## config.mk

```make
export PLATFORM = sky130hd
export DESIGN_NAME = div_issue_sequencer_flat
export DESIGN_NICKNAME = d
export VERILOG_FILES = /design/src/rtl/div_issue_if.sv /design/src/rtl/div_issue_sequencer.sv /design/src/flat_wrapper.sv
export SDC_FILE = /design/constraint.sdc
export NUM_CORES = 1
export LEC_CHECK = 0
export ABC_CLOCK_PERIOD_IN_PS = 4050
export BUFFER_PORTS_ARGS = -buffer_cell sky130_fd_sc_hd__buf_2
export CAP_MARGIN = 20
export CELL_PAD_IN_SITES_DETAIL_PLACEMENT = 1
export CELL_PAD_IN_SITES_GLOBAL_PLACEMENT = 1
export CORE_MARGIN = 1.5
export CORE_UTILIZATION = 44
export CTS_BUF_LIST = sky130_fd_sc_hd__clkbuf_8
export DETAILED_ROUTE_END_ITERATION = 16
export GPL_TIMING_DRIVEN = 0
export PLACE_DENSITY_LB_ADDON = 0.1
export REMOVE_ABC_BUFFERS = 1
export SKIP_LAST_GASP = 1
export SYNTH_ARGS = -nofsm -noshare
export SYNTH_HDL_FRONTEND = slang
export SYNTH_SLANG_ARGS = --single-unit
```

## constraint.sdc

```tcl
create_clock -name clk -period 4.05 [get_ports clk]
set_input_delay 0 -clock clk [delete_from_list [all_inputs] [get_ports clk]]
set_output_delay 0 -clock clk [all_outputs]
set_load 0.005 [all_outputs]
```

## src/rtl/div_issue_if.sv

```systemverilog
// ---------------------------------------------------------------------------
// div_issue_if
// Bundles the three handshake groups around the divider issue sequencer:
//   req_*  : request channel (valid/ready) from the producer into the FIFO
//   div_*  : launch/completion link to the radix-2 SRT divider control
//   rsp_*  : response channel (valid/ready) to the consumer, plus error flag
// Modports:
//   slave  : the sequencer's view
//   master : the environment's view (producer, divider and consumer together)
// ---------------------------------------------------------------------------
interface div_issue_if #(
    parameter int parallelism = 32
);
    // Request channel
    logic                   req_valid;
    logic                   req_ready;
    logic                   req_usigned;
    logic [parallelism-1:0] req_dividend;
    logic [parallelism-1:0] req_divisor;

    // Divider link
    logic                   div_start;
    logic                   div_usigned;
    logic [parallelism-1:0] div_dividend;
    logic [parallelism-1:0] div_divisor;
    logic                   div_done;
    logic [parallelism-1:0] div_quotient;
    logic [parallelism-1:0] div_reminder;

    // Response channel
    logic                   rsp_valid;
    logic                   rsp_ready;
    logic [parallelism-1:0] rsp_quotient;
    logic [parallelism-1:0] rsp_reminder;
    logic                   rsp_divByZero;
    logic                   rsp_bypass;
    logic                   err_spurDone;

    modport slave (
        input  req_valid, req_usigned, req_dividend, req_divisor,
        output req_ready,
        output div_start, div_usigned, div_dividend, div_divisor,
        input  div_done, div_quotient, div_reminder,
        output rsp_valid, rsp_quotient, rsp_reminder, rsp_divByZero, rsp_bypass,
        input  rsp_ready,
        output err_spurDone
    );

    modport master (
        output req_valid, req_usigned, req_dividend, req_divisor,
        input  req_ready,
        input  div_start, div_usigned, div_dividend, div_divisor,
        output div_done, div_quotient, div_reminder,
        input  rsp_valid, rsp_quotient, rsp_reminder, rsp_divByZero, rsp_bypass,
        output rsp_ready,
        input  err_spurDone
    );
endinterface

```

## src/rtl/div_issue_sequencer.sv

```systemverilog
// ---------------------------------------------------------------------------
// div_issue_sequencer
// Front-end for the radix-2 SRT divider. Requests are queued in a small FIFO,
// popped one at a time, and either resolved locally (divide-by-zero, signed
// MIN/-1 overflow) or launched on the divider with a one-cycle start pulse.
// Each result is held on the response channel until the consumer takes it,
// so at most one request is in flight.
// Ports:
//   clk    : system clock, rising edge
//   rst_n  : asynchronous active-low reset (shared with the divider)
//   bus_if : div_issue_if.slave -- request, divider and response channels
// ---------------------------------------------------------------------------
module div_issue_sequencer #(
    parameter int parallelism = 32,
    parameter int FIFO_DEPTH  = 2
) (
    input  logic         clk,
    input  logic         rst_n,
    div_issue_if.slave   bus_if
);
    localparam int P  = parallelism;
    localparam int AW = $clog2(FIFO_DEPTH);
    localparam logic [AW:0]  FULL_CNT = (AW+1)'(FIFO_DEPTH);
    localparam logic [P-1:0] MIN_NEG  = {1'b1, {(P-1){1'b0}}};

    typedef struct packed {
        logic         usigned;
        logic [P-1:0] dividend;
        logic [P-1:0] divisor;
    } req_t;

    typedef enum logic [1:0] {
        S_IDLE,
        S_ISSUE,
        S_WAIT,
        S_HOLD
    } state_t;

    // ------------------------------------------------------------------
    // Request FIFO
    // ------------------------------------------------------------------
    req_t            mem_q [FIFO_DEPTH];
    logic [AW-1:0]   wr_ptr_q, rd_ptr_q;
    logic [AW:0]     count_q, count_d;
    logic            ready_q;
    state_t          state_q;

    logic push, pop;
    req_t head;

    // ready_q is a registered "not full", so req_ready has no combinational
    // path from anything; it is low while in reset and rises on the first edge.
    assign push = bus_if.req_valid & ready_q;
    // Pop only reads the registered count, so an entry written on edge N is
    // first seen (and popped) on edge N+1 -- no fall-through.
    assign pop  = (state_q == S_IDLE) && (count_q != '0);
    assign head = mem_q[rd_ptr_q];

    always_comb begin
        // NOTE: default assignment first so every path drives count_d; a
        // missing branch in always_comb would otherwise infer a latch.
        count_d = count_q;
        if (push && !pop) begin
            count_d = count_q + 1'b1;
        end else if (!push && pop) begin
            count_d = count_q - 1'b1;
        end
    end

    // NOTE: storage array has no reset; validity is tracked by count_q and the
    // pointers, so resetting the data would only add reset fan-out.
    always_ff @(posedge clk) begin
        if (push) begin
            mem_q[wr_ptr_q] <= '{usigned:  bus_if.req_usigned,
                                 dividend: bus_if.req_dividend,
                                 divisor:  bus_if.req_divisor};
        end
    end

    // NOTE: all sequential state uses non-blocking assignments so every
    // register samples the pre-edge values regardless of statement order.
    always_ff @(posedge clk or negedge rst_n) begin
        if (!rst_n) begin
            wr_ptr_q <= '0;
            rd_ptr_q <= '0;
            count_q  <= '0;
            ready_q  <= 1'b0;
        end else begin
            if (push) wr_ptr_q <= wr_ptr_q + 1'b1;
            if (pop)  rd_ptr_q <= rd_ptr_q + 1'b1;
            count_q <= count_d;
            ready_q <= (count_d != FULL_CNT);
        end
    end

    // ------------------------------------------------------------------
    // Classification of the FIFO head (used only in the pop cycle)
    // ------------------------------------------------------------------
    logic head_div0, head_ovf;
    assign head_div0 = (head.divisor == '0);
    assign head_ovf  = !head.usigned && (head.dividend == MIN_NEG) && (head.divisor == '1);

    // ------------------------------------------------------------------
    // Issue FSM with registered outputs
    // ------------------------------------------------------------------
    logic         div_start_q;
    logic         div_usigned_q;
    logic [P-1:0] div_dividend_q, div_divisor_q;
    logic         rsp_valid_q;
    logic [P-1:0] rsp_quotient_q, rsp_reminder_q;
    logic         rsp_div0_q, rsp_bypass_q;
    logic         err_spur_q;

    always_ff @(posedge clk or negedge rst_n) begin
        if (!rst_n) begin
            state_q        <= S_IDLE;
            div_start_q    <= 1'b0;
            div_usigned_q  <= 1'b0;
            div_dividend_q <= '0;
            div_divisor_q  <= '0;
            rsp_valid_q    <= 1'b0;
            rsp_quotient_q <= '0;
            rsp_reminder_q <= '0;
            rsp_div0_q     <= 1'b0;
            rsp_bypass_q   <= 1'b0;
            err_spur_q     <= 1'b0;
        end else begin
            // A completion pulse we are not waiting for is dropped, but
            // remembered until the next reset.
            if (bus_if.div_done && (state_q != S_WAIT)) begin
                err_spur_q <= 1'b1;
            end

            unique case (state_q)
                S_IDLE: begin
                    if (pop) begin
                        // Operand registers change only here, so the divider
                        // sees stable inputs through ISSUE and WAIT.
                        div_usigned_q  <= head.usigned;
                        div_dividend_q <= head.dividend;
                        div_divisor_q  <= head.divisor;
                        if (head_div0) begin
                            // Divide-by-zero wins over overflow.
                            rsp_quotient_q <= '1;
                            rsp_reminder_q <= head.dividend;
                            rsp_div0_q     <= 1'b1;
                            rsp_bypass_q   <= 1'b1;
                            rsp_valid_q    <= 1'b1;
                            state_q        <= S_HOLD;
                        end else if (head_ovf) begin
                            rsp_quotient_q <= head.dividend;
                            rsp_reminder_q <= '0;
                            rsp_bypass_q   <= 1'b1;
                            rsp_valid_q    <= 1'b1;
                            state_q        <= S_HOLD;
                        end else begin
                            div_start_q <= 1'b1;
                            state_q     <= S_ISSUE;
                        end
                    end
                end
                S_ISSUE: begin
                    div_start_q <= 1'b0;
                    state_q     <= S_WAIT;
                end
                S_WAIT: begin
                    if (bus_if.div_done) begin
                        rsp_quotient_q <= bus_if.div_quotient;
                        rsp_reminder_q <= bus_if.div_reminder;
                        rsp_valid_q    <= 1'b1;
                        state_q        <= S_HOLD;
                    end
                end
                S_HOLD: begin
                    if (bus_if.rsp_ready) begin
                        rsp_valid_q    <= 1'b0;
                        rsp_quotient_q <= '0;
                        rsp_reminder_q <= '0;
                        rsp_div0_q     <= 1'b0;
                        rsp_bypass_q   <= 1'b0;
                        state_q        <= S_IDLE;
                    end
                end
                default: state_q <= S_IDLE;
            endcase
        end
    end

    assign bus_if.req_ready     = ready_q;
    assign bus_if.div_start     = div_start_q;
    assign bus_if.div_usigned   = div_usigned_q;
    assign bus_if.div_dividend  = div_dividend_q;
    assign bus_if.div_divisor   = div_divisor_q;
    assign bus_if.rsp_valid     = rsp_valid_q;
    assign bus_if.rsp_quotient  = rsp_quotient_q;
    assign bus_if.rsp_reminder  = rsp_reminder_q;
    assign bus_if.rsp_divByZero = rsp_div0_q;
    assign bus_if.rsp_bypass    = rsp_bypass_q;
    assign bus_if.err_spurDone  = err_spur_q;

endmodule

```

## src/flat_wrapper.sv

```systemverilog
// flat-port wrapper written by rule: the top's interface ports become plain ports
module div_issue_sequencer_flat 
#(
    parameter int parallelism = 32,
    parameter int FIFO_DEPTH  = 2
)
  (clk, rst_n, bus_if_req_valid, bus_if_req_usigned, bus_if_req_dividend, bus_if_req_divisor, bus_if_req_ready, bus_if_div_start, bus_if_div_usigned, bus_if_div_dividend, bus_if_div_divisor, bus_if_div_done, bus_if_div_quotient, bus_if_div_reminder, bus_if_rsp_valid, bus_if_rsp_quotient, bus_if_rsp_reminder, bus_if_rsp_divByZero, bus_if_rsp_bypass, bus_if_rsp_ready, bus_if_err_spurDone);
  div_issue_if #(.parallelism(parallelism)) bus_if_i ();
  input  logic clk;
  input  logic rst_n;
  input wire logic [$bits(bus_if_i.req_valid)-1:0] bus_if_req_valid;
  input wire logic [$bits(bus_if_i.req_usigned)-1:0] bus_if_req_usigned;
  input wire logic [$bits(bus_if_i.req_dividend)-1:0] bus_if_req_dividend;
  input wire logic [$bits(bus_if_i.req_divisor)-1:0] bus_if_req_divisor;
  output wire logic [$bits(bus_if_i.req_ready)-1:0] bus_if_req_ready;
  output wire logic [$bits(bus_if_i.div_start)-1:0] bus_if_div_start;
  output wire logic [$bits(bus_if_i.div_usigned)-1:0] bus_if_div_usigned;
  output wire logic [$bits(bus_if_i.div_dividend)-1:0] bus_if_div_dividend;
  output wire logic [$bits(bus_if_i.div_divisor)-1:0] bus_if_div_divisor;
  input wire logic [$bits(bus_if_i.div_done)-1:0] bus_if_div_done;
  input wire logic [$bits(bus_if_i.div_quotient)-1:0] bus_if_div_quotient;
  input wire logic [$bits(bus_if_i.div_reminder)-1:0] bus_if_div_reminder;
  output wire logic [$bits(bus_if_i.rsp_valid)-1:0] bus_if_rsp_valid;
  output wire logic [$bits(bus_if_i.rsp_quotient)-1:0] bus_if_rsp_quotient;
  output wire logic [$bits(bus_if_i.rsp_reminder)-1:0] bus_if_rsp_reminder;
  output wire logic [$bits(bus_if_i.rsp_divByZero)-1:0] bus_if_rsp_divByZero;
  output wire logic [$bits(bus_if_i.rsp_bypass)-1:0] bus_if_rsp_bypass;
  input wire logic [$bits(bus_if_i.rsp_ready)-1:0] bus_if_rsp_ready;
  output wire logic [$bits(bus_if_i.err_spurDone)-1:0] bus_if_err_spurDone;
  assign bus_if_i.req_valid = bus_if_req_valid;
  assign bus_if_i.req_usigned = bus_if_req_usigned;
  assign bus_if_i.req_dividend = bus_if_req_dividend;
  assign bus_if_i.req_divisor = bus_if_req_divisor;
  assign bus_if_req_ready = bus_if_i.req_ready;
  assign bus_if_div_start = bus_if_i.div_start;
  assign bus_if_div_usigned = bus_if_i.div_usigned;
  assign bus_if_div_dividend = bus_if_i.div_dividend;
  assign bus_if_div_divisor = bus_if_i.div_divisor;
  assign bus_if_i.div_done = bus_if_div_done;
  assign bus_if_i.div_quotient = bus_if_div_quotient;
  assign bus_if_i.div_reminder = bus_if_div_reminder;
  assign bus_if_rsp_valid = bus_if_i.rsp_valid;
  assign bus_if_rsp_quotient = bus_if_i.rsp_quotient;
  assign bus_if_rsp_reminder = bus_if_i.rsp_reminder;
  assign bus_if_rsp_divByZero = bus_if_i.rsp_divByZero;
  assign bus_if_rsp_bypass = bus_if_i.rsp_bypass;
  assign bus_if_i.rsp_ready = bus_if_rsp_ready;
  assign bus_if_err_spurDone = bus_if_i.err_spurDone;
  div_issue_sequencer #(.parallelism(parallelism), .FIFO_DEPTH(FIFO_DEPTH)) u_core (.clk(clk), .rst_n(rst_n), .bus_if(bus_if_i));
endmodule
```

==> results.toml <==
[outcome]
status = "completed"

[worst_setup_path]
crit_type = "flip-flop to flip-flop"
cp.arrival_ns = 4.20
crit_path_start_kind = "flip-flop"
required_ns = 4.47
path_max_fanout = 71
crit_path_end_kind = "flip-flop"

[power_and_ir_drop]
irDropWorstVdd_mv = 0.334
power_density_nw_per_um2 = 735
p_leak_uw = 0.00693

[yosys]
synth_cell_type_count = 45
yosys-top-cells-area = "edfxtp_1, dfrtp_1, nand2_1, mux2_1, mux2_2"
yosys_warnings = 0
synth_top_cell_by_area = "edfxtp_1"
syn-instance-count = 895
ys_ff_latch = 271
synth_top_cell_area_share_pct = 34.4
async_flop_share_pct = 52.0
syn_area_per_cell_um2 = 12.7
ys.flop_type = "dfrtp_1"
synth_edf_count = 130
syn-cell-area_um2 = 11300
yosysMostFrequentCell = "nand2_1"
synth-seq-area-share_pct = 65.6
synth_common_cells = "nand2_1, dfrtp_1, edfxtp_1"

[placement]
place_hpwl_mm = 22.1
portBuffers = 268
place_inst = 1455
dpl_cell_area_um2 = 13200
place_congestion = 0.732

[sta]
drv_slew = 0
worstMarginPinSlew_ns = 0.860
timing.final.crit_share_pct = 93.4
rsz0062_at_grt = "false"
fin_crit_ns = 3.78
slew_headroom_pct = 42.7
max_freq_mhz = 264
setup_viol = 0
holdWs_ns = 0.0446
skew_ns = 0.0402
hold_viol = 0
setup_tns_ns = 0

[routing]
first_pass_iters = 6
wl_met2_mm = 18.4
drc = 0
drt-met1-wl_mm = 14.6
routed.top_layer = "met4"
ant_nets = 0
vias = 8853
drtIter0Drc = 413
viasPerCell = 5.26
wl_per_cell_um = 21.2
routed_wl_mm = 35.8
met3_wirelength_mm = 1.78

[clock_network]
tritoncts = "yes"
cts-buffers-inserted = 47
root_buffer = "clkbuf_8"
htreeDepth = 2
cts_buffer_depth = 3
clk_pin_slew_worst_paths_ns = 0.07
clk-insertion-delay-late_ns = 0.58
cts.sinks = 271

[global_route]
gr-usage-all-layers_pct = 26.7
grt_overflow_total = 0
antenna_found_initial = 2
grt_max_degree = 91
grt_pass1_vias = 9795
grt_pass1_wl_mm = 54.3

[floorplan]
fp.dieW_um = 164
num_rows = 58
initial_core_util_pct = 44.9
dieArea_um2 = 26700
ios = 269
core_area_um2 = 25300
dieHeight_um = 164

[final_layout]
seq_area_um2 = 7440
layout.nets = 1455
drive_gt1_share_pct = 29.6
final_cells = 1684
num-fill-cells = 2666
area_growth_pct = 35.9
multi_input_area_um2 = 3690
finalCoreUtilization_pct = 61.0
fin_area_um2 = 15400

[worst_hold_path]
hold_path_class = "primary input to asynchronous set/reset pin"

[run]
max-cap-violations = 0
-- repair_timing --
action | in CTS | in global routing
pin swaps | 1 | 1
setup buffers | 3 | 3
hold endpoints to repair | 341 | 0
cloned | 0 | 1
gates resized for setup | 1 | 1
hold buffers | 134 | 0
endpoints found under the setup margin | 65 | 51
-- path summary, 6_finish.rpt --
kind | cells past startpoint | slack (ns) | to | from
max | 9 | 0.27 | u_core.bus_if.rsp_quotient[0] | u_core.rd_ptr_q
min | 3 | 0.04 | u_core.bus_if.div_divisor[19] | rst_n
max reg2reg | 9 | 0.27 | u_core.bus_if.rsp_quotient[0] | u_core.rd_ptr_q
min reg2reg | 2 | 0.47 | u_core.bus_if.div_dividend[12] | u_core.bus_if.div_dividend[12]
max in group asynchronous | 3 | 3.54 | u_core.rd_ptr_q | rst_n
min in group clk | 2 | 0.15 | u_core.mem_q[0][19] | bus_if_req_divisor[19]
-- critical path: stages (launching register included) --
cell      delay (ns)
dfrtp_4         0.63
buf_16          0.30
or4_1           0.58
o22ai_1         0.47
and3_4          0.35
a31oi_1         0.14
a211oi_4        0.38
buf_4           0.22
buf_4           0.18
mux2_2          0.35
-- final cells by class --
class,count,share of cell area (%)
diodes,1,0.0162
clock buffers,49,4.38
clock inverters,38,1.01
inverters,9,0.219
multi-input cells,567,23.9
flip-flops and latches,271,48.3
well taps,330,2.68
repair buffers,419,19.5
-- cell families after synthesis --
logic type / after synthesis / share of synthesized area, %
AND/OR/NAND/NOR: 309 / 12.0
flip-flops: 271 / 65.6
AO/OA/AOI/OAI: 127 / 7.22
multiplexers: 120 / 11.6
buffers and inverters: 58 / 2.58
adder cells (fa/ha/maj): 6 / 0.662
XOR/XNOR: 4 / 0.309
-- power by group --
part / total (µW) / internal (µW) / switching (µW) / leakage, µW
clock network: 2230 / 1120 / 1110 / 0.000529
logic: 4560 / 2020 / 2540 / 0.00346
registers: 4530 / 3950 / 575 / 0.00295
total: 11300 / 7090 / 4230 / 0.00693
-- flip-flops by register name, summed over array words and instances (netlist names), 2 cells and up --
name / count
u_core.count_q: 2
u_core.bus_if.div_dividend: 32
u_core.bus_if.div_divisor: 32
u_core.mem_q: 130
u_core.state_q: 2
u_core.bus_if.rsp_reminder: 32
u_core.bus_if.rsp_quotient: 32
-- per-stage QoR --
stage               setup WS [ns]  power [µW]
global route               0.0338       12100
CTS                        0.0955       11300
detailed placement         -0.654        8940
floorplan                   -2.98        6910
finish                      0.268       11300
global placement            -6.90        8480
-- cell usage in the layout, fill, tap and decap left out, types with 3 or more instances in the layout --
| cell type | n |
|---|---|
| nor2_4 | 3 |
| nor2b_1 | 9 |
| or2_2 | 3 |
| a22o_1 | 32 |
| nor4b_1 | 7 |
| mux2i_1 | 26 |
| mux2_2 | 45 |
| dlygate4sd3_1 | 133 |
| a21oi_1 | 6 |
| o21ai_0 | 65 |
| clkinv_2 | 3 |
| buf_16 | 6 |
| nor3_1 | 13 |
| buf_4 | 6 |
| a31oi_1 | 6 |
| buf_2 | 267 |
| nand2_1 | 202 |
| dfrtp_1 | 140 |
| nand2b_1 | 6 |
| clkinv_1 | 4 |
| clkbuf_8 | 49 |
| nor4_1 | 16 |
| xnor2_1 | 3 |
| mux2_1 | 49 |
| inv_1 | 38 |
| ha_1 | 5 |
| a22oi_1 | 3 |
| buf_8 | 3 |
| nor2_1 | 20 |
| nand4_1 | 7 |
| nand3_1 | 12 |
| edfxtp_1 | 130 |
| buf_12 | 4 |
| o22ai_1 | 4 |
-- routing by layer --
layer / global-route usage, % / vias to the layer above
met3: 5.00 / 64
li1: - / 4064
met5: 0 / -
met2: 47.7 / 277
met1: 32.3 / 4448
met4: 9.21 / 0
Power figures use the tool's default switching activity.
